File: config.mk
export PLATFORM = sky130hd
export DESIGN_NAME = instr_state_sequencer
export DESIGN_NICKNAME = d
export VERILOG_FILES = /design/src/rtl/instr_state_sequencer.sv
export SDC_FILE = /design/constraint.sdc
export NUM_CORES = 1
export LEC_CHECK = 0
export ABC_AREA = 1
export ABC_CLOCK_PERIOD_IN_PS = 2500
export CORE_MARGIN = 10
export CORE_UTILIZATION = 45
export DETAILED_ROUTE_END_ITERATION = 7
export PLACE_DENSITY = 0.86
export SYNTH_ARGS = -nofsm -noshare
export SYNTH_HDL_FRONTEND = slang
export SYNTH_SLANG_ARGS = --single-unit
export TNS_END_PERCENT = 5
File: constraint.sdc
create_clock -name i_clk -period 2.5 [get_ports i_clk]
set_clock_uncertainty 0.15 [all_clocks]
set_input_delay 0.75 -clock i_clk [delete_from_list [all_inputs] [get_ports i_clk]]
set_output_delay 0.75 -clock i_clk [all_outputs]
set_load 0.02 [all_outputs]
File: src/rtl/instr_state_sequencer.sv
// ---------------------------------------------------------------------------
// instr_state_sequencer
//
// Produces the StateID sequence for the IITB-RISC multicycle controller.
// Once the instruction word is latched, the sequencer decodes it and steps
// through the states that instruction needs: fetch, decode, execute, memory
// and writeback. It stalls on memory handshakes, resolves conditional-write
// and branch outcomes, and walks LM/SM register lists one register per
// memory transfer.
//
// Parameters
//   SW          width of o_state_id
//   LIST_W      width of the LM/SM register list taken from IR[LIST_W-1:0]
//
// Ports
//   i_clk          system clock, rising edge active
//   i_reset        synchronous, active-high reset
//   i_ir           instruction register contents, valid from DECODE onward
//   i_mem_ready    memory finished the current read/write this cycle
//   i_carry_flag   architectural C flag
//   i_zero_flag    architectural Z flag
//   i_eq           datapath compare result, regA == regB
//   o_state_id     registered current state, consumed by the controller
//   o_ir_load      capture memory data into IR (combinational)
//   o_reg_index    LM/SM register currently being transferred (registered)
//   o_instr_done   last cycle of the current instruction (combinational)
//   o_illegal      undefined opcode or cz field seen in DECODE (combinational)
// ---------------------------------------------------------------------------
module instr_state_sequencer #(
    parameter int SW     = 5,
    parameter int LIST_W = 8
) (
    input  logic                      i_clk,
    input  logic                      i_reset,
    input  logic [15:0]               i_ir,
    input  logic                      i_mem_ready,
    input  logic                      i_carry_flag,
    input  logic                      i_zero_flag,
    input  logic                      i_eq,
    output logic [SW-1:0]             o_state_id,
    output logic                      o_ir_load,
    output logic [$clog2(LIST_W)-1:0] o_reg_index,
    output logic                      o_instr_done,
    output logic                      o_illegal
);

    localparam int IDX_W = $clog2(LIST_W);

    // State codes are shared with the controller's decode tables, so the
    // numeric values are fixed and must not be reordered.
    localparam logic [SW-1:0] S_FETCH    = SW'(0);
    localparam logic [SW-1:0] S_DECODE   = SW'(1);
    localparam logic [SW-1:0] S_R_EX     = SW'(2);
    localparam logic [SW-1:0] S_R_WB     = SW'(3);
    localparam logic [SW-1:0] S_ADI_EX   = SW'(4);
    localparam logic [SW-1:0] S_ADI_WB   = SW'(5);
    localparam logic [SW-1:0] S_LHI_WB   = SW'(6);
    localparam logic [SW-1:0] S_MEM_ADDR = SW'(7);
    localparam logic [SW-1:0] S_LW_RD    = SW'(8);
    localparam logic [SW-1:0] S_LW_WB    = SW'(9);
    localparam logic [SW-1:0] S_SW_WR    = SW'(10);
    localparam logic [SW-1:0] S_BEQ_CMP  = SW'(11);
    localparam logic [SW-1:0] S_BEQ_TAKE = SW'(12);
    localparam logic [SW-1:0] S_JAL      = SW'(13);
    localparam logic [SW-1:0] S_JLR      = SW'(14);
    localparam logic [SW-1:0] S_LM_STEP  = SW'(15);
    localparam logic [SW-1:0] S_SM_STEP  = SW'(16);

    // Opcodes in IR[15:12]
    localparam logic [3:0] OP_ADD = 4'b0000;
    localparam logic [3:0] OP_ADI = 4'b0001;
    localparam logic [3:0] OP_NDU = 4'b0010;
    localparam logic [3:0] OP_LHI = 4'b0011;
    localparam logic [3:0] OP_LW  = 4'b0100;
    localparam logic [3:0] OP_SW  = 4'b0101;
    localparam logic [3:0] OP_LM  = 4'b0110;
    localparam logic [3:0] OP_SM  = 4'b0111;
    localparam logic [3:0] OP_JAL = 4'b1000;
    localparam logic [3:0] OP_JLR = 4'b1001;
    localparam logic [3:0] OP_BEQ = 4'b1100;

    logic [SW-1:0]     r_state;
    logic [LIST_W-1:0] r_mask;
    logic [IDX_W-1:0]  r_reg_index;

    logic [SW-1:0]     w_next_state;
    logic [LIST_W-1:0] w_next_mask;
    logic [IDX_W-1:0]  w_next_index;
    logic [3:0]        w_opcode;
    logic [1:0]        w_cz;
    logic [LIST_W-1:0] w_list;
    logic [LIST_W-1:0] w_list_cleared;
    logic              w_unused_ir;

    assign w_opcode = i_ir[15:12];
    assign w_cz     = i_ir[1:0];
    assign w_list   = i_ir[LIST_W-1:0];

    // Remaining list once the register being transferred now is done.
    assign w_list_cleared = r_mask & ~(LIST_W'(1) << r_reg_index);

    // The register-field bits are decoded by the controller, not here.
    assign w_unused_ir = ^i_ir[11:8];

    // Priority encoder returning the lowest set bit; an empty mask yields 0.
    // Scanning downward lets the lowest set bit be the last one written.
    function automatic logic [IDX_W-1:0] lowest_set_bit(input logic [LIST_W-1:0] mask);
        logic [IDX_W-1:0] idx;
        idx = '0;
        for (int i = LIST_W - 1; i >= 0; i--) begin
            if (mask[i]) begin
                idx = IDX_W'(i);
            end
        end
        return idx;
    endfunction

    // Next-state, list bookkeeping and the combinational strobes. Every
    // state holds by default, so stalls only need to leave things alone.
    // The R-type cz field and the LW/SW choice are re-read from IR in the
    // later states because IR stays stable for the whole instruction.
    always_comb begin
        w_next_state = r_state;
        w_next_mask  = r_mask;
        w_next_index = r_reg_index;
        o_ir_load    = 1'b0;
        o_illegal    = 1'b0;

        case (r_state)
            S_FETCH: begin
                if (i_mem_ready) begin
                    o_ir_load    = 1'b1;
                    w_next_state = S_DECODE;
                end
            end

            S_DECODE: begin
                case (w_opcode)
                    OP_ADD, OP_NDU: begin
                        if (w_cz == 2'b11) begin
                            o_illegal    = 1'b1;
                            w_next_state = S_FETCH;
                        end else begin
                            w_next_state = S_R_EX;
                        end
                    end
                    OP_ADI:        w_next_state = S_ADI_EX;
                    OP_LHI:        w_next_state = S_LHI_WB;
                    OP_LW, OP_SW:  w_next_state = S_MEM_ADDR;
                    OP_LM, OP_SM: begin
                        w_next_mask  = w_list;
                        w_next_index = lowest_set_bit(w_list);
                        if (w_list == '0) begin
                            w_next_state = S_FETCH;
                        end else if (w_opcode == OP_LM) begin
                            w_next_state = S_LM_STEP;
                        end else begin
                            w_next_state = S_SM_STEP;
                        end
                    end
                    OP_BEQ:        w_next_state = S_BEQ_CMP;
                    OP_JAL:        w_next_state = S_JAL;
                    OP_JLR:        w_next_state = S_JLR;
                    default: begin
                        o_illegal    = 1'b1;
                        w_next_state = S_FETCH;
                    end
                endcase
            end

            S_R_EX: begin
                case (w_cz)
                    2'b00:   w_next_state = S_R_WB;
                    2'b10:   w_next_state = i_carry_flag ? S_R_WB : S_FETCH;
                    2'b01:   w_next_state = i_zero_flag  ? S_R_WB : S_FETCH;
                    default: w_next_state = S_FETCH;
                endcase
            end

            S_R_WB:     w_next_state = S_FETCH;
            S_ADI_EX:   w_next_state = S_ADI_WB;
            S_ADI_WB:   w_next_state = S_FETCH;
            S_LHI_WB:   w_next_state = S_FETCH;
            S_MEM_ADDR: w_next_state = (w_opcode == OP_SW) ? S_SW_WR : S_LW_RD;

            S_LW_RD: begin
                if (i_mem_ready) begin
                    w_next_state = S_LW_WB;
                end
            end

            S_LW_WB: w_next_state = S_FETCH;

            S_SW_WR: begin
                if (i_mem_ready) begin
                    w_next_state = S_FETCH;
                end
            end

            S_BEQ_CMP:  w_next_state = i_eq ? S_BEQ_TAKE : S_FETCH;
            S_BEQ_TAKE: w_next_state = S_FETCH;
            S_JAL:      w_next_state = S_FETCH;
            S_JLR:      w_next_state = S_FETCH;

            S_LM_STEP, S_SM_STEP: begin
                if (i_mem_ready) begin
                    w_next_mask = w_list_cleared;
                    if (w_list_cleared != '0) begin
                        w_next_index = lowest_set_bit(w_list_cleared);
                    end else begin
                        w_next_state = S_FETCH;
                    end
                end
            end

            default: w_next_state = S_FETCH;
        endcase
    end

    // An instruction finishes in whichever non-fetch cycle heads back to
    // FETCH; stalls keep the same state and therefore never flag it.
    assign o_instr_done = (r_state != S_FETCH) && (w_next_state == S_FETCH);

    // State and list registers. Reset wins over everything so an aborted
    // instruction leaves no half-walked register list behind.
    always_ff @(posedge i_clk) begin
        if (i_reset) begin
            r_state     <= S_FETCH;
            r_mask      <= '0;
            r_reg_index <= '0;
        end else begin
            r_state     <= w_next_state;
            r_mask      <= w_next_mask;
            r_reg_index <= w_next_index;
        end
    end

    assign o_state_id  = r_state;
    assign o_reg_index = r_reg_index;

endmodule

==> flow_summary.toml <==
[clock_tree]
cts_root_buf = "clkbuf_4"
cts_buffers = 3
clk_pin_slew_ns = 0.08
htreeDepth = 1
cts.path.max_buffers = 2
cts.sinks = 16
cts_tree = "yes"
clkLatencyLatePin_ns = 0.27
cts_hold_buf = 0

[worst_hold_path]
min_path_cells = 2
hold_path.class = "reg -> reg"

[synth]
yosysSeqAreaShare = 0.234
synth_area_per_cell_um2 = 5.58
syn_area_um2 = 1370
synth-edff-count = 0
syn_nets = 267
yosysUniqueCellTypes = 25
yosys_warnings = 0
synthArstFlopShare = 0
synth-seq-cells = 16
netlist_instances = 245
synth-main-ff-cell = "dfxtp_1"

[sta]
maxSlewViolCount = 0
rsz0062_at_grt = "yes"
setup_viol = 1
max_freq_mhz = 339
worst_slew_pin_slew_ns = 0.325
fin_ws_ns = -0.452
maxSlewHeadroom = 0.783
finalCritPeriodShare = 1.18
hold_viol = 0
fin_crit_ns = 2.95

[critical_path]
cp_num_buf_inv = 3
path_cells = "buf_8, nor2_4, nand2_2, o21ai_4, nand2_1, nand2_1, nand2_1, inv_1, nand2_1, nor2_2, nand2_2, nor2_4, buf_6"
worst_ep_required_time_ns = 1.60
reg2reg_to = "o_reg_index[0]"
critPathLaunch = "i_ir[0]"
worst-path-stages = 13
slowest_delay_ns = 0.19
cp_data_arrival_time_ns = 2.05
crit_slowest_cell = "o21ai_4"
endpoint_kind = "output pin"
start_kind = "input pin"
crit_path_end = "o_instr_done"
crit_fanout = 4
reg2reg_from = "o_state_id[0]"
cp_top_family = "simple AND/OR/NAND/NOR gates"
crit_type = "in -> out"
rrSetupSlack_ns = 0.44
worst_path_most_repeated_cell = "nand2_1"
rr_worst_depth = 10

[detailed_routing]
routed_via_density = 5.71
wl_per_cell_um = 15.2
finalWirelength_um = 5650
drcViolationCount = 0
ant_nets = 0
dr_total_vias = 2120
drt_iter0_markers = 266
dr.pass1.iters = 6

[floorplan]
fp-row-count = 19
pin_count = 33
dieWidth_um = 75.1
die_h_um = 75.1
floorplan.initialDensity = 0.483
die_area_um2 = 5640
core_area_um2 = 2830

[flow_run]
maxCapViolCount = 0

[global_routing]
grt_pass1_vias = 1919
antenna_found_initial = 0
grt_pass1_wl_um = 8490
grt.overflow.total = 0
grt_max_degree = 14
grtUsageTotal = 0.186

[place]
place_area_um2 = 2140
io_buffers = 28
gp_congestion = 0.895
hpwl_um = 3790

[power]
vdd_drop_max_v = 0.000321
p_per_area_nw_per_um2 = 351
p_total_mw = 0.812
p_leak_nw = 1.25

[final_layout]
postLayoutCoreUtil = 0.818
n_antenna_cell = 0
drive_above_1_share = 0.391
syn_to_final_growth_pct = 69.4
final_nets = 364
final_cell_area_um2 = 2310
final_cell_mix = "buf_4 (65), nand2_1 (60), nor2_1 (38)"
layout_commonest_cell = "buf_4"

[run_status]
outcome = "finished, violations left"
failed_checks = "negative setup slack"
[worst min-delay path by stage]
stage               from         to  slack [ns]
2_1_floorplan  r_mask[0]  r_mask[0]        0.29
3_3_place_gp   r_mask[0]  r_mask[0]        0.31
3_5_place_dp   r_mask[0]  r_mask[0]        0.32
4_1_cts        r_mask[0]  r_mask[0]        0.33
5_1_grt        r_mask[0]  r_mask[0]        0.38
6_report       r_mask[0]  r_mask[0]        0.33
[cell type report]
class	count	area [um2]
repair buffers	93	751
clock buffers	3	22.5
inverters	34	129
flip-flops and latches	16	327
well taps	31	38.8
multi-input cells	194	1050
fillers	180	514
[synth_stat cells, types with 2 or more instances]
cell type	count	area [um2]
o211ai_1	2	15.0
dfxtp_1	16	320
o21ai_0	20	100
inv_1	30	113
nand4_1	7	43.8
nand3_1	20	100
nor3_1	3	15.0
a21oi_1	10	50.1
nand2_1	67	251
nor2_2	5	31.3
inv_2	3	11.3
nor2_1	49	184
[layer usage]
| layer | track usage | share of wire |
|---|---|---|
| met5 | 0 | 0 |
| met4 | 0.0882 | 0.042 |
| met3 | 0.0289 | 0.081 |
| met2 | 0.323 | 0.48 |
| met1 | 0.217 | 0.39 |
[power by group]
part | switching [mW] | total (mW) | internal [mW]
registers | 0.0166 | 0.285 | 0.269
clock network | 0.0691 | 0.125 | 0.0558
logic | 0.213 | 0.402 | 0.189
[metrics by stage]
step	std cells	setup slack (ns)	setup TNS, ns	hold slack, ns
final	371	-0.452	-0.452	0.330
after global routing	371	-0.587	-0.587	0.380
after CTS	369	-0.370	-0.423	0.334
after detailed placement	360	-1.36	-4.37	0.322
after global placement	360	-1.33	-3.50	0.308
after floorplan	245	-0.0589	-0.0589	0.289
[flip-flops by register name (all words and copies together) (netlist names)]
name         count
r_mask           8
o_state_id       5
o_reg_index      3
[worst register-to-register path, delay by kind of cell, from the launching register on]
family | cells | cell delay [ns]
compound gates | 2 | 0.33
buf+inv | 3 | 0.54
simple gates | 5 | 0.48
flops | 1 | 0.48
[logic make-up (layout without fill, tap and decap cells)]
group	Yosys count	count (layout)	synth area share
AND/OR/NAND/NOR	158	158	0.518
AO/OA/AOI/OAI	36	36	0.149
buffers and inverters	35	130	0.0980
flip-flops	16	16	0.234
[timing repair]
action | 4_1_cts | 5_1_grt
resized for setup | 95 | 23
hold endpoints to repair | 0 | 0
pin swaps | 29 | 13
gates cloned | 0 | 0
setup endpoints to repair | 3 | 3
buffers inserted | 6 | 2
No activity file was read; power rests on OpenSTA's default activity.
